[src/rtl/display_ctrl.sv]
// display_ctrl
// Sequential binary-to-BCD converter feeding s7_display.i_bcd_data.
// A value is accepted over a valid/ready handshake and converted with an
// iterative shift-add-3 (double-dabble) datapath, one input bit per clock.
// Values above MAX_VAL saturate every digit to 9 and raise o_overflow.
//
// Ports:
//   i_clk       - clock, rising edge
//   i_rst       - asynchronous active-low reset
//   i_valid     - i_bin holds a value to convert
//   i_bin       - unsigned binary input, BIN_WIDTH bits
//   o_ready     - controller idle and able to accept (decoded from state)
//   o_bcd_data  - registered BCD digits, digit k at [4k+3:4k], digit 0 LSD
//   o_bcd_valid - one-cycle pulse when o_bcd_data is updated
//   o_overflow  - registered, set when the last accepted value exceeded MAX_VAL
module display_ctrl #(
  parameter int DISPLAYS_NUM = 4,
  parameter int BIN_WIDTH    = 14
) (
  input  logic                      i_clk,
  input  logic                      i_rst,
  input  logic                      i_valid,
  input  logic [BIN_WIDTH-1:0]      i_bin,
  output logic                      o_ready,
  output logic [DISPLAYS_NUM*4-1:0] o_bcd_data,
  output logic                      o_bcd_valid,
  output logic                      o_overflow
);

  localparam int BCD_W = DISPLAYS_NUM * 4;
  localparam int CNT_W = $clog2(BIN_WIDTH + 1);

  // 10**n evaluated at 64 bits so MAX_VAL and the compare never truncate.
  function automatic logic [63:0] pow10(input int n);
    logic [63:0] p;
    p = 64'd1;
    for (int i = 0; i < n; i++) begin
      p = p * 64'd10;
    end
    return p;
  endfunction

  localparam logic [63:0] MAX_VAL = pow10(DISPLAYS_NUM) - 64'd1;

  // Double-dabble correction: every digit >= 5 gets +3 before the shift.
  function automatic logic [BCD_W-1:0] bcd_adjust(input logic [BCD_W-1:0] d);
    logic [BCD_W-1:0] r;
    r = d;
    for (int k = 0; k < DISPLAYS_NUM; k++) begin
      if (d[4*k +: 4] >= 4'd5) begin
        r[4*k +: 4] = d[4*k +: 4] + 4'd3;
      end else begin
        r[4*k +: 4] = d[4*k +: 4];
      end
    end
    return r;
  endfunction

  typedef enum logic [1:0] {
    IDLE  = 2'd0,
    SHIFT = 2'd1,
    DONE  = 2'd2
  } state_t;

  state_t                   state_r, state_nx_s;
  logic [BIN_WIDTH-1:0]     bin_r, bin_nx_s;
  logic [BCD_W-1:0]         bcd_r, bcd_nx_s, bcd_adj_s;
  logic [CNT_W-1:0]         cnt_r, cnt_nx_s;
  logic                     ovf_r, ovf_nx_s;
  logic [BCD_W-1:0]         data_r, data_nx_s;
  logic                     bcd_valid_r, bcd_valid_nx_s;
  logic                     overflow_r, overflow_nx_s;
  logic [BCD_W+BIN_WIDTH-1:0] shift_s;

  // Next-state and datapath update logic.
  always_comb begin
    state_nx_s     = state_r;
    bin_nx_s       = bin_r;
    bcd_nx_s       = bcd_r;
    cnt_nx_s       = cnt_r;
    ovf_nx_s       = ovf_r;
    data_nx_s      = data_r;
    bcd_valid_nx_s = 1'b0;
    overflow_nx_s  = overflow_r;
    bcd_adj_s      = bcd_adjust(bcd_r);
    // MSB of bin_r moves into the LSB of digit 0.
    shift_s        = {bcd_adj_s, bin_r} << 1'b1;
    case (state_r)
      IDLE: begin
        if (i_valid) begin
          bin_nx_s   = i_bin;
          bcd_nx_s   = {BCD_W{1'b0}};
          cnt_nx_s   = CNT_W'(BIN_WIDTH);
          ovf_nx_s   = (64'(i_bin) > MAX_VAL);
          state_nx_s = SHIFT;
        end else begin
          state_nx_s = IDLE;
        end
      end
      SHIFT: begin
        bcd_nx_s = shift_s[BCD_W+BIN_WIDTH-1 -: BCD_W];
        bin_nx_s = shift_s[BIN_WIDTH-1:0];
        cnt_nx_s = cnt_r - CNT_W'(1);
        if (cnt_r == CNT_W'(1)) begin
          state_nx_s = DONE;
        end else begin
          state_nx_s = SHIFT;
        end
      end
      DONE: begin
        // Conversion always runs to completion so latency is fixed; an
        // overflowing result is simply replaced by all-nines.
        if (ovf_r) begin
          data_nx_s     = {DISPLAYS_NUM{4'h9}};
          overflow_nx_s = 1'b1;
        end else begin
          data_nx_s     = bcd_r;
          overflow_nx_s = 1'b0;
        end
        bcd_valid_nx_s = 1'b1;
        state_nx_s     = IDLE;
      end
      default: begin
        state_nx_s = IDLE;
      end
    endcase
  end

  // State register.
  always_ff @(posedge i_clk or negedge i_rst) begin
    if (!i_rst) begin
      state_r <= IDLE;
    end else begin
      state_r <= state_nx_s;
    end
  end

  // Datapath and output registers.
  always_ff @(posedge i_clk or negedge i_rst) begin
    if (!i_rst) begin
      bin_r       <= {BIN_WIDTH{1'b0}};
      bcd_r       <= {BCD_W{1'b0}};
      cnt_r       <= {CNT_W{1'b0}};
      ovf_r       <= 1'b0;
      data_r      <= {BCD_W{1'b0}};
      bcd_valid_r <= 1'b0;
      overflow_r  <= 1'b0;
    end else begin
      bin_r       <= bin_nx_s;
      bcd_r       <= bcd_nx_s;
      cnt_r       <= cnt_nx_s;
      ovf_r       <= ovf_nx_s;
      data_r      <= data_nx_s;
      bcd_valid_r <= bcd_valid_nx_s;
      overflow_r  <= overflow_nx_s;
    end
  end

  assign o_ready     = (state_r == IDLE);
  assign o_bcd_data  = data_r;
  assign o_bcd_valid = bcd_valid_r;
  assign o_overflow  = overflow_r;

endmodule

[config.mk]
export PLATFORM = sky130hd
export DESIGN_NAME = display_ctrl
export DESIGN_NICKNAME = d
export VERILOG_FILES = /design/src/rtl/display_ctrl.sv
export SDC_FILE = /design/constraint.sdc
export NUM_CORES = 1
export LEC_CHECK = 0
export CAP_MARGIN = 20
export CORE_ASPECT_RATIO = 0.7
export CORE_MARGIN = 8
export CORE_UTILIZATION = 25
export DETAILED_ROUTE_END_ITERATION = 6
export GPL_TIMING_DRIVEN = 0
export PLACE_DENSITY = 0.54
export SETUP_SLACK_MARGIN = 0.3
export SYNTH_ARGS = -nofsm -noshare
export SYNTH_HDL_FRONTEND = slang
export SYNTH_SLANG_ARGS = --single-unit
[constraint.sdc]
create_clock -name i_clk -period 1.75 [get_ports i_clk]
set_clock_uncertainty 0.1 [all_clocks]
set_input_delay 0.2625 -clock i_clk [delete_from_list [all_inputs] [get_ports i_clk]]
set_output_delay 0.2625 -clock i_clk [all_outputs]
set_load 0.01 [all_outputs]
==> out/qor.yml <==
cells_and_area:
  drive_above_1_share: 0.309
  layoutNonFillerInstCount: 462
  nets: 356
  area_growth_pct: 46.4
  nFillCells: 1017
  n_antenna_cell: 0
yosys:
  synth-main-ff-cell: "dfrtp_1"
  synth_seq_cells: 55
  synthCells: 260
  avgSynthCellArea_um2: 9.84
  syn_nets: 287
  muxShareOfSynthArea: 0.0176
  yosys.area_share.adder: 0.0489
  synth_top_family_by_area: "compound AO/OA/AOI/OAI gates"
  synth-edff-count: 0
  synth_compound_area_frac: 0.168
  syn-cell-area_mm2: 0.00256
  synth_xor_xnor_area_share: 0.0240
  yosysSeqAreaShare: 0.538
  async_reset_ff_frac: 1.00
  yosysWarnings: 0
  synth_cell_type_count: 29
  yosys.area_share.simple: 0.157
power:
  power_leakage_nw: 1.71
  p_per_area_mw_per_mm2: 1730
  seq_power_share: 0.344
  p_switching_mw: 2.44
  p_clk_frac: 0.160
  ir_drop_mv: 0.541
  swShare: 0.376
  internal_power_mw: 4.04
  combinationalPowerShare: 0.496
global_routing:
  antenna_found_initial: 0
  grt_max_degree: 31
  grt_pass1_wl_um: 11000
  gr-total-overflow: 0
  track_usage: 0.101
  grt_pass1_vias: 2165
sta:
  max_freq_mhz: 643
  finalCritPeriodShare: 0.889
  worst_pin_slew_ns: 0.629
  setup_viol: 0
  finalHoldViolCount: 0
  rsz0062_at_grt: "true"
  fin_crit_ns: 1.56
  slew_headroom: 0.580
  slew_viol_final: 0
  tns_ns: 0
worst_setup_path:
  crit_family: "simple AND/OR/NAND/NOR gates"
  worstPathRequired_ns: 1.83
  worst_setup_path_start_kind: "register"
  slowest_stage: "dfrtp_2"
  ff2ff_setup_slack_ns: 0.19
  cp-end-kind: "register"
  crit_path_cell_trace: "or3b_1 -> buf_6 -> nand2_8 -> o31ai_1 -> a32o_1"
  cp.arrival_ns: 1.63
  criticalPathCategory: "reg -> reg"
  cpPeakStageDelay_ns: 0.44
  path_buf_inv: 1
  path_max_fanout: 6
worst_hold_path:
  holdCritPathClass: "reg -> reg"
drt:
  ant_nets: 0
  viasPerCell: 4.69
  vias: 2166
  drc: 0
  wire_per_inst_um: 14.9
  drt-total-wl_um: 6880
  drtIter0Drc: 199
  drt_first_pass_iters: 6
cts:
  htree_levels: 2
  cts.sinks: 55
  clockBufferDepth: 2
  clkTransAtPathRegs_ns: 0.07
  cts_buffers: 5
  tritoncts: "done"
  cts-root-buf: "clkbuf_16"
  clkLatencyLatePin_ns: 0.29
die:
  placeableCoreArea_mm2: 0.0102
  initial_core_util: 0.252
  fp.dieH_um: 101
  dieArea_mm2: 0.0138
  ios: 36
  rows: 31
  die_w_um: 137
placement:
  placed_cells: 428
  globalplace.congestion: 0.734
  hpwl_um: 4720
  io_buffers: 35
outcome:
  status: "finished, final reports clean"
flow_run:
  drv_cap: 0
state kept, by name, indices dropped and copies added (netlist names):
| name | flops |
|---|---|
| cnt_r | 4 |
| o_bcd_data | 16 |
| bcd_r | 16 |
| state_r | 2 |
| o_overflow | 1 |
| bin_r | 14 |
| ovf_r | 1 |
| o_bcd_valid | 1 |
routing by layer:
layer  up-vias  wire (um)  track usage  part of all wire
met5         -          0            0                 0
met4         0         75       0.0300             0.011
met3         5        233       0.0189             0.034
met2        23       3360        0.161              0.49
met1      1101       3210        0.135              0.47
li1       1037          -            -                 -
path summary, 6_finish.rpt:
| check | depth (start not counted) | end | startpoint |
|---|---|---|---|
| max | 5 | bcd_r[15] | state_r[0] |
| min in group asynchronous | 2 | bcd_r[9] | i_rst |
| max in group asynchronous | 3 | bcd_r[4] | i_rst |
| max reg2reg | 5 | bcd_r[15] | state_r[0] |
| min | 2 | o_bcd_data[4] | o_bcd_data[4] |
| min reg2reg | 2 | o_bcd_data[4] | o_bcd_data[4] |
kinds of logic (layout without fill, tap and decap cells):
family                   count (synthesis)  in the layout
AO/OA/AOI/OAI                           67             67
XOR/XNOR                                 7              7
adder cells (fa/ha/maj)                 10             10
buffers and inverters                   28             98
flip-flops                              55             55
multiplexers                             4              4
AND/OR/NAND/NOR                         89             89
cells in the final DEF, fill, tap and decap left out, types with 3 or more instances in the layout:
| master | Yosys | layout |
|---|---|---|
| a21oi_4 | 0 | 4 |
| a22oi_1 | 13 | 11 |
| a32o_1 | 4 | 4 |
| buf_2 | 12 | 7 |
| buf_4 | 0 | 24 |
| buf_6 | 0 | 6 |
| clkbuf_16 | 0 | 5 |
| clkdlybuf4s50_1 | 0 | 14 |
| dfrtp_1 | 55 | 51 |
| dfrtp_2 | 0 | 4 |
| dlygate4sd2_1 | 0 | 18 |
| ha_4 | 0 | 6 |
| inv_1 | 12 | 4 |
| inv_2 | 0 | 8 |
| mux2_4 | 0 | 4 |
| nand2_1 | 51 | 51 |
| nand2b_4 | 0 | 4 |
| nand3_1 | 13 | 9 |
| nand3_2 | 0 | 4 |
| nor2_1 | 10 | 9 |
| o21ai_0 | 29 | 19 |
| o21ai_1 | 0 | 7 |
| o21ai_2 | 0 | 3 |
| o31ai_1 | 12 | 10 |
| xor2_1 | 3 | 3 |
cell usage after synthesis, types with 2 or more instances:
master	number	share of area
a211oi_1	2	0.0059
a21oi_1	4	0.0078
xor2_1	3	0.010
xnor2_1	4	0.014
a22oi_1	13	0.038
nand2_1	51	0.075
buf_2	12	0.023
ha_1	10	0.049
dfrtp_1	55	0.54
nand2b_1	6	0.015
mux2_2	4	0.018
inv_1	12	0.018
nor2_1	10	0.015
a31oi_1	2	0.0049
o21ai_0	29	0.057
o31ai_1	12	0.035
clkbuf_1	4	0.0059
a32o_1	4	0.016
nand3_1	13	0.025
worst reg2reg max path, delay by kind of cell, from the launching register on:
kind            cells  cell delay (ns)
simple gates        2             0.48
flops               1             0.44
compound gates      2             0.28
buf+inv             1             0.15
what timing repair did:
item                       4_1_cts  5_1_grt
hold buffers                     1        0
setup endpoints to repair       60       42
setup buffers                   19        6
resized for setup               42       34
cloned                           0        0
pin swaps                        7        8
hold endpoints to repair        25        0
area by class of cell:
type | count | area (um^2) | share of cell area
tap | 132 | 165 | 0.0441
inverter | 12 | 45.0 | 0.0120
clock buffer | 8 | 156 | 0.0418
timing repair buffer | 62 | 546 | 0.146
multi-input combinational | 177 | 1330 | 0.355
buffer | 16 | 121 | 0.0324
sequential | 55 | 1380 | 0.369
through the flow:
stage | worst slack [ns] | instance area [um^2] | hold slack [ns] | power [mW] | util
6_report | 0.195 | 3750 | 0.373 | 6.47 | 0.369
3_3_place_gp | -1.50 | 3210 | 0.360 | 4.74 | 0.316
2_1_floorplan | 0.275 | 2690 | -0.133 | 3.93 | -
3_5_place_dp | -0.159 | 3220 | 0.218 | 4.82 | 0.317
5_1_grt | 0.147 | 3750 | 0.396 | 6.94 | 0.369
4_1_cts | 0.188 | 3590 | 0.381 | 6.19 | 0.353
power by group through the flow:
| stage | logic, mW | clock network [mW] | registers (mW) |
|---|---|---|---|
| 5_1_grt | 3.51 | 1.12 | 2.30 |
| 4_1_cts | 2.92 | 1.06 | 2.20 |
| 6_report | 3.21 | 1.04 | 2.22 |
| 3_5_place_dp | 2.60 | 0 | 2.23 |
| 2_1_floorplan | 1.73 | 0 | 2.20 |
| 3_3_place_gp | 2.52 | 0 | 2.22 |
No activity file was read; power rests on OpenSTA's default activity.
